`src/rtl/elink_pkg.sv`:
```
`default_nettype none
// ---------------------------------------------------------------------------
// elink_pkg : emesh packet field layout and shared types for the etx path
// Revision  : 1.0
// ---------------------------------------------------------------------------
package elink_pkg;

   localparam int PKT_WRITE_BIT = 0;
   localparam int PKT_DM_LSB    = 1;
   localparam int PKT_DM_W      = 2;
   localparam int PKT_CM_LSB    = 3;
   localparam int PKT_CM_W      = 4;
   localparam int PKT_DA_LSB    = 8;
   localparam int PKT_DA_W      = 32;

   localparam logic [3:0] EGROUP_RR = 4'hE;
   localparam logic [1:0] DM_DOUBLE = 2'b11;

   typedef struct packed {
      logic rd;
      logic wr;
   } wait_t;

   // Field order mirrors packet bits [6:0] so a plain cast extracts it
   typedef struct packed {
      logic [PKT_CM_W-1:0] ctrlmode;
      logic [PKT_DM_W-1:0] datamode;
      logic                write;
   } pkt_ctrl_t;

   typedef struct packed {
      logic      valid;
      pkt_ctrl_t ctrl;
   } burst_ref_t;

   function automatic pkt_ctrl_t get_ctrl(input logic [6:0] lsb);
      return pkt_ctrl_t'(lsb);
   endfunction

endpackage
`default_nettype wire

```
`src/rtl/etx_fifo.sv`:
```
`default_nettype none
// ---------------------------------------------------------------------------
// etx_fifo : flop-based synchronous FIFO, registered read pointer, DEPTH=2^n
// Revision : 1.0
// ---------------------------------------------------------------------------
module etx_fifo #(
   parameter int PW    = 104,
   parameter int DEPTH = 4
) (
   input  logic                     clk,
   input  logic                     reset,
   input  logic                     push_i,
   input  logic                     pop_i,
   input  logic [PW-1:0]            din_i,
   output logic [PW-1:0]            dout_o,
   output logic                     full_o,
   output logic                     empty_o,
   output logic [$clog2(DEPTH):0]   count_o
);

   localparam int IW = $clog2(DEPTH);

   logic [PW-1:0] mem_q [DEPTH];
   logic [IW-1:0] wr_ptr_q, rd_ptr_q;
   logic [IW:0]   count_q;
   logic          do_push, do_pop;

   assign empty_o = (count_q == '0);
   assign full_o  = (count_q == (IW+1)'(DEPTH));
   assign count_o = count_q;
   assign dout_o  = mem_q[rd_ptr_q];

   // A full FIFO still accepts a push when the head leaves in the same cycle
   assign do_pop  = pop_i & ~empty_o;
   assign do_push = push_i & (~full_o | do_pop);

   always_ff @(posedge clk) begin
      if (reset) begin
         wr_ptr_q <= '0;
         rd_ptr_q <= '0;
         count_q  <= '0;
      end else begin
         if (do_push) wr_ptr_q <= wr_ptr_q + 1'b1;
         if (do_pop)  rd_ptr_q <= rd_ptr_q + 1'b1;
         case ({do_push, do_pop})
            2'b10:   count_q <= count_q + 1'b1;
            2'b01:   count_q <= count_q - 1'b1;
            default: count_q <= count_q;
         endcase
      end
   end

   always_ff @(posedge clk) begin
      if (do_push) mem_q[wr_ptr_q] <= din_i;
   end

endmodule
`default_nettype wire

```
`src/rtl/etx_burst_protocol.sv`:
```
`default_nettype none
// ---------------------------------------------------------------------------
// etx_burst_protocol : elink tx stage - skid FIFO, ID filter, wait stall, burst
// Revision           : 1.0
// ---------------------------------------------------------------------------
module etx_burst_protocol
   import elink_pkg::*;
#(
   parameter int         PW        = 104,
   parameter int         AW        = 32,
   parameter logic [11:0] ID       = 12'h000,
   parameter logic [3:0] RRGROUP   = EGROUP_RR,
   parameter int         DEPTH     = 4,
   parameter int         BURST_MAX = 16,
   parameter int         STRIDE    = 8
) (
   input  logic          clk,
   input  logic          reset,
   input  logic          etx_access,
   input  logic [PW-1:0] etx_packet,
   output logic          etx_rd_wait,
   output logic          etx_wr_wait,
   input  logic          tx_enable,
   output logic [PW-1:0] tx_packet,
   output logic          tx_access,
   output logic          tx_burst,
   input  logic          tx_io_wait,
   input  logic          tx_rd_wait,
   input  logic          tx_wr_wait,
   output logic [15:0]   drop_count,
   output logic          overflow
);

   localparam int CW  = $clog2(DEPTH) + 1;
   localparam int BCW = $clog2(BURST_MAX) + 1;

   logic [AW-1:0]  etx_dst, head_dst;
   logic           accept, filtered, push_req, push, pop;
   logic           full, empty, blocked, burst_hit, near_full;
   logic [CW-1:0]  count;
   logic [PW-1:0]  head;
   pkt_ctrl_t      head_ctrl;

   wait_t          sync_q, etx_wait_q, etx_wait_d;
   logic [PW-1:0]  tx_packet_q, tx_packet_d;
   logic           tx_access_q, tx_access_d;
   logic           tx_burst_q, tx_burst_d;
   logic [BCW-1:0] burst_cnt_q, burst_cnt_d;
   burst_ref_t     last_q, last_d;
   logic [AW-1:0]  last_dst_q, last_dst_d;
   logic [15:0]    drop_q, drop_d;
   logic           overflow_q, overflow_d;

   // Ingress: accept, local-ID filter (the RR group always passes), push
   assign etx_dst  = etx_packet[PKT_DA_LSB +: AW];
   assign accept   = etx_access & tx_enable;
   assign filtered = (etx_dst[AW-1 -: 12] == ID) & (etx_dst[AW-13 -: 4] != RRGROUP);
   assign push_req = accept & ~filtered;
   assign push     = push_req & (~full | pop);

   etx_fifo #(
      .PW    (PW),
      .DEPTH (DEPTH)
   ) u_fifo (
      .clk     (clk),
      .reset   (reset),
      .push_i  (push),
      .pop_i   (pop),
      .din_i   (etx_packet),
      .dout_o  (head),
      .full_o  (full),
      .empty_o (empty),
      .count_o (count)
   );

   assign head_ctrl = get_ctrl(head[6:0]);
   assign head_dst  = head[PKT_DA_LSB +: AW];
   assign blocked   = (head_ctrl.write & sync_q.wr) | (~head_ctrl.write & sync_q.rd);
   assign pop       = ~tx_io_wait & ~empty & ~blocked;
   assign near_full = (count >= CW'(DEPTH-1));

   assign burst_hit = tx_access_q
                    & head_ctrl.write
                    & (head_ctrl.datamode == DM_DOUBLE)
                    & last_q.valid
                    & (head_ctrl == last_q.ctrl)
                    & (head_dst == last_dst_q + AW'(STRIDE))
                    & (burst_cnt_q < BCW'(BURST_MAX-1));

   always_comb begin
      tx_packet_d = tx_packet_q;
      tx_access_d = tx_access_q;
      tx_burst_d  = tx_burst_q;
      burst_cnt_d = burst_cnt_q;
      last_d      = last_q;
      last_dst_d  = last_dst_q;
      drop_d      = drop_q;
      overflow_d  = overflow_q;

      etx_wait_d.wr = tx_wr_wait | tx_io_wait | near_full;
      etx_wait_d.rd = tx_rd_wait | tx_io_wait | near_full;

      if (accept & filtered & (drop_q != 16'hFFFF))
         drop_d = drop_q + 16'd1;
      if (push_req & full & ~pop)
         overflow_d = 1'b1;

      // Output registers freeze entirely while the IO stalls
      if (!tx_io_wait) begin
         if (pop) begin
            tx_packet_d  = head;
            tx_access_d  = 1'b1;
            tx_burst_d   = burst_hit;
            burst_cnt_d  = burst_hit ? burst_cnt_q + 1'b1 : '0;
            last_d.valid = 1'b1;
            last_d.ctrl  = head_ctrl;
            last_dst_d   = head_dst;
         end else begin
            tx_access_d = 1'b0;
            tx_burst_d  = 1'b0;
            burst_cnt_d = '0;
         end
      end
   end

   always_ff @(posedge clk) begin
      if (reset) begin
         sync_q      <= '0;
         etx_wait_q  <= '0;
         tx_packet_q <= '0;
         tx_access_q <= 1'b0;
         tx_burst_q  <= 1'b0;
         burst_cnt_q <= '0;
         last_q      <= '0;
         last_dst_q  <= '0;
         drop_q      <= '0;
         overflow_q  <= 1'b0;
      end else begin
         sync_q.wr   <= tx_wr_wait;
         sync_q.rd   <= tx_rd_wait;
         etx_wait_q  <= etx_wait_d;
         tx_packet_q <= tx_packet_d;
         tx_access_q <= tx_access_d;
         tx_burst_q  <= tx_burst_d;
         burst_cnt_q <= burst_cnt_d;
         last_q      <= last_d;
         last_dst_q  <= last_dst_d;
         drop_q      <= drop_d;
         overflow_q  <= overflow_d;
      end
   end

   assign etx_wr_wait = etx_wait_q.wr;
   assign etx_rd_wait = etx_wait_q.rd;
   assign tx_packet   = tx_packet_q;
   assign tx_access   = tx_access_q;
   assign tx_burst    = tx_burst_q;
   assign drop_count  = drop_q;
   assign overflow    = overflow_q;

endmodule
`default_nettype wire

```
`config.mk`:
```
export PLATFORM = sky130hd
export DESIGN_NAME = etx_burst_protocol
export DESIGN_NICKNAME = d
export VERILOG_FILES = /design/src/rtl/elink_pkg.sv /design/src/rtl/etx_fifo.sv /design/src/rtl/etx_burst_protocol.sv
export SDC_FILE = /design/constraint.sdc
export NUM_CORES = 1
export LEC_CHECK = 0
export BUFFER_PORTS_ARGS = -buffer_cell sky130_fd_sc_hd__buf_2
export CAP_MARGIN = 20
export CORE_ASPECT_RATIO = 1.2
export CORE_MARGIN = 2
export CORE_UTILIZATION = 35
export CTS_BUF_LIST = sky130_fd_sc_hd__clkbuf_4
export DETAILED_ROUTE_END_ITERATION = 7
export SYNTH_ARGS = -nofsm -noshare
export SYNTH_HDL_FRONTEND = slang
export SYNTH_HIERARCHICAL = 1
export SYNTH_SLANG_ARGS = --single-unit
```
`constraint.sdc`:
```
create_clock -name clk -period 6.9 [get_ports clk]
set_input_delay 0.345 -clock clk [delete_from_list [all_inputs] [get_ports clk]]
set_output_delay 0.345 -clock clk [all_outputs]
set_load 0.1 [all_outputs]
```
Word-level counts from Yosys, hierarchy flattened
Memory sizes are Yosys's and may differ from the RTL's. A register that Yosys moved wholly into a read port is not among the register bits. Cells that the tools add are included.

Add/subtract/negate cells: 7. $lt $le $gt $ge: 2. Equality and inequality tests: 8. Multiplexer cells: 9. Bitwise gates (word level): 34. Reduce and logical (&&, ||, !) cells: 4.

Operators with widths (number): $add A32 B4 Y32 const B (1); $eq A32 B32 Y1 (1); $and A1 B1 Y1 (20); $add A16 B1 Y16 const B (1); $ne A16 B16 Y1 const B (1); $logic_not A12 Y1 (1); $mux W5 (2); $eq A7 B7 Y1 (1); $not A1 Y1 (7); $or A1 B1 Y1 (7); $pmux W3 S2 (1); $add A5 B1 Y5 const B (1); $lt A5 B4 Y1 const B (1); $add A2 B1 Y2 const B (2); $eq A2 B2 Y1 const B (2); $mux W1 (4); $mux W2 (2); $ne A4 B4 Y1 const B (1); $add A3 B1 Y3 const B (1); $eq A3 B3 Y1 const B (1); $ge A3 B2 Y1 const B (1); $logic_not A3 Y1 (1); $sub A3 B1 Y3 const B (1); $eq A2 B1 Y1 const B (1); other kinds (2) (2).

Register bits after elaboration: 179. RAM bits: 416. Bits of input ports: 111. Output and inout bits: 125. Memories: 1.

Memory list: u_fifo.mem_q (words 4, width 104, read ports 1, clocked after Yosys merged registers in 1, write ports 1, line etx_fifo.sv:23) `logic [PW-1:0] mem_q [DEPTH];`.

Longest topological paths before layout
Word-level depth: 10. Gate-level depth with buffers: 14.

By module
Netlist, hierarchy kept.

By module, submodules not included: etx_fifo (instances 1, cells an instance 603, area each 15526.1 um^2, sequential area each 12672.2 um^2); etx_burst_protocol (instances 1, cells an instance 806, area each 6189.7 um^2, sequential area each 2662.6 um^2).

Worst setup path before layout
Ideal clock, no wire load.

Kind: register to register. Start: register (tool-made name). End: memory u_fifo.mem_q[0][0] (enable). Library setup time: 475 ps. Arrival time: 5188 ps. Path slack: 1237 ps. Cell stages (with the launch flop): 12. Path buffers: 5. Clock period less this slack: 5663 ps. Path through: dfxtp_1 > clkbuf_1 > buf_2 > mux4_2 > mux2i_1 > nand2_1 > clkbuf_1 > buf_1 > a21boi_0 > buf_2 > nor2b_1 > and2_1.

RTL lines (line): to (decl) (etx_fifo.sv:23).

==> metrics.md <==
| Metric | Value |
|---|---|
| Outcome | finished clean |
| Synthesized flop and latch total | approximately 560 |
| Max Slew Vio Count | 0 |
| CTS tree | yes |
| Site Rows | 100 |
| CTS buffer count | 142 |
| Root Buffer | clkbuf_4 |
| DR pass1 iterations | 7 |
| Worst-path maximum fanout | 63 |
| Fraction of layout cells with a size suffix above 1 | between 30% and 40% |
| Worst-margin pin slew | roughly 1.1 ns |
| First-pass GRT wire length | around 80,000 microns |
| Final worst slack | around 1.5 ns |
| Die X | approximately 230 microns |
| Hold crit path type | in -> reg |
| Final Cycle Share | between 70% and 80% |
| Worst reg2reg setup slack | approximately 1.5 ns |
| DRT iter0 DRCs | ~970 |
| FMAX | about 190 MHz |
| RSZ-0062 raised after global routing | no |
| Multi-input gate area | 0.00591 sq mm |
| Die footprint | roughly 0.064 sq mm |
| Synth Cell Area | ~0.022 sq mm |
| Clk_lat worst skew | 0.93 ns |
| Wirelength per Cell | 19.1 microns |
| Routed vias/inst | 4.92 |
| Global route overflow | 0 |
| R2R depth | 7 |
| RD Place Congestion | between 0.8 and 0.9 |
| Area growth syn-to-layout | 23.6% |
| Longest Clk Path Bufs | 3 |
| Via count | ~14,000 |
| Setup TNS | 0 ns |
| Main synth FF type | edfxtp_1 |
| Min cycle time layout | between 5 and 6 ns |
| Max Cap Viol | 0 |
| Initial antenna violation count | 4 |
| Total global-route track usage | roughly 17% |
| Critical Path Source Type | flip-flop |
| Vias in the first global route | 14,000 |
| Syn avg cell area | 15.4 sq um |
| Initial Utilization | 35.2% |
| Clock sinks | about 560 |
| Distinct cell type count after synthesis | a little under 70 |
| Syn Nets | roughly 1,500 |
| Drt total wl | around 53,000 microns |
| Post-route ant nets | 0 |
| Number of enable flip-flop cells after synthesis | roughly 420 |
| Pin count of the biggest net entering global routing | 91 |
| FF/Latch Area | around 0.015 sq mm |
| Final setup skew | approximately 0.05 ns |
| Yosys warns | 6 |
| DRC violations left | 0 |
| HPWL Detailed | about 33,000 microns |
| Critical Path End Type | flip-flop |
| Core ar. | approximately 0.062 sq mm |
| Final setup violation count | 0 |
| Leakage | between 9 and 10 nW |
| Clock-pin slew on the worst setup and hold paths | 0.06 ns |
| Synthesized netlist cell count | 1,409 |
| Worst Path Required | ~7.5 ns |
| CTS H-tree lvls | 4 |
| CP Class | reg -> reg |
| Cell count of the worst hold path | 5 |
| # IOs | 236 |
| Slew HR | 24.8% |
| Worst VDD drop | ~0.00013 V |
| Fill cell count | around 5,600 |
| Nets | ~2,000 |
| Register area share after synthesis | 70.6% |
| Pwr/cell area | 265 mW/mm^2 |
| Post-cts gate resize count | 0 |
| Async SR Flop Fraction | 0% |
| Port Buffers | roughly 240 |
| DIE HEIGHT | approximately 280 microns |
| Critical Path AT | around 5.9 ns |
| Hold Vio Cnt, Final | 0 |
| Place WS | between 1 and 1.5 ns |
==> power breakdown <==
group,internal [W],switching [W]
Sequential,0.00367,0.0000237
Combinational,0.000138,0.000252
Clock,0.00173,0.00131
Total,0.00554,0.00158
==> through the flow <==
step	total power (W)	std cells	util, %	hold WS (ns)	instance area, sq um
after floorplan	0.00398	1409	-	0.427	21700
after global placement	0.00410	2392	38.3	0.443	23600
after detailed placement	0.00411	2392	38.3	0.446	23600
after CTS	0.00724	2766	43.4	0.0332	26800
after global routing	0.00743	2771	43.5	0.104	26800
final	0.00712	2771	43.5	0.149	26800
==> cells by family after synthesis <==
kind of cell / after synthesis / share of synthesized area, %
AO/OA/AOI/OAI: 175 / 4.69
AND/OR/NAND/NOR: 402 / 8.58
adder cells (fa/ha/maj): 8 / 0.495
buffers and inverters: 99 / 2.23
flip-flops: 558 / 70.6
XOR/XNOR: 55 / 2.22
multiplexers: 112 / 11.2
==> cell usage after synthesis (10+ instances only) <==
cell type / count / area share (%)
xor2_1: 25 / 1.0
buf_2: 15 / 0.35
nand2_1: 233 / 4.0
edfxtp_1: 416 / 58
mux4_2: 104 / 11
nand4_1: 17 / 0.49
xnor2_1: 30 / 1.2
a21oi_1: 122 / 2.8
buf_4: 11 / 0.38
clkbuf_1: 43 / 0.74
inv_1: 16 / 0.28
nor2b_1: 10 / 0.29
nor2_1: 45 / 0.78
dfxtp_1: 142 / 13
nor3_1: 14 / 0.32
nand3_1: 24 / 0.55
==> layout by cell type (no fill, tap or decap), types with 3 or more instances in the layout <==
master         instances
a211oi_1               4
a21oi_1              122
a31oi_1                9
and2_4                 4
and3_1                 5
and4_1                 3
buf_12                 3
buf_2                234
buf_4                 12
bufinv_16              6
clkbuf_4             229
clkinv_1              23
dfxtp_1              140
diode_2                3
dlygate4sd3_1        112
edfxtp_1             416
ha_1                   7
inv_1                 16
mux2i_1                6
mux4_2               104
nand2_1              232
nand2b_1               6
nand3_1               24
nand4_1               17
nand4b_1               4
nor2_1                45
nor2b_1               10
nor3_1                14
nor4_1                 9
o21ai_0                4
o21ai_1                5
o31ai_1                4
or3_1                  8
xnor2_1               30
xor2_1                25
==> sequential cells by signal, summed over array words and instances (netlist names), named ones only <==
register         cells
u_fifo/rd_ptr_q      2
last_q               1
sync_q               2
etx_rd_wait          1
overflow             1
burst_cnt_q          5
tx_access            1
drop_count          16
u_fifo/mem_q       416
u_fifo/wr_ptr_q      2
tx_packet          104
u_fifo/count_o       3
tx_burst             1
etx_wr_wait          1
==> final timing paths <==
kind / start / to
max: flip-flop / u_fifo/mem_q[3][28]$_DFFE_PP_
max reg2reg: flip-flop / u_fifo/mem_q[3][28]$_DFFE_PP_
min: etx_access / drop_count[0]$_SDFFE_PP0P_
min reg2reg: tx_packet[48]$_SDFFE_PP0P_ / tx_packet[48]$_SDFFE_PP0P_
==> timing repair <==
item / CTS / global route
hold buffers: 112 / 0
endpoints found under the hold margin: 481 / 0
setup buffers: 0 / 0
==> critical path, stage by stage, from the launching register on <==
cell	delay [ns]
dfxtp_4	0.82
mux4_2	0.67
mux2i_1	0.29
nand2_4	0.40
a21boi_0	0.89
nor2b_1	0.48
and2_4	0.90
buf_4	0.48
==> routing by layer <==
metal,GRT usage [%],share of wire [%]
met5,0,0.021
met2,27.4,50
met1,21.0,43
met4,6.14,2.2
met3,4.55,5.7
==> final cells by class <==
class / count / share of cell area (%)
Antenna cell: 3 / 0.0280
Tap cell: 816 / 3.80
Multi-Input combinational cell: 752 / 22.0
Inverter: 18 / 0.261
Clock inverter: 33 / 1.08
Timing Repair Buffer: 362 / 9.20
Sequential cell: 558 / 57.2
Clock buffer: 229 / 6.41
Power figures use the tool's default switching activity.
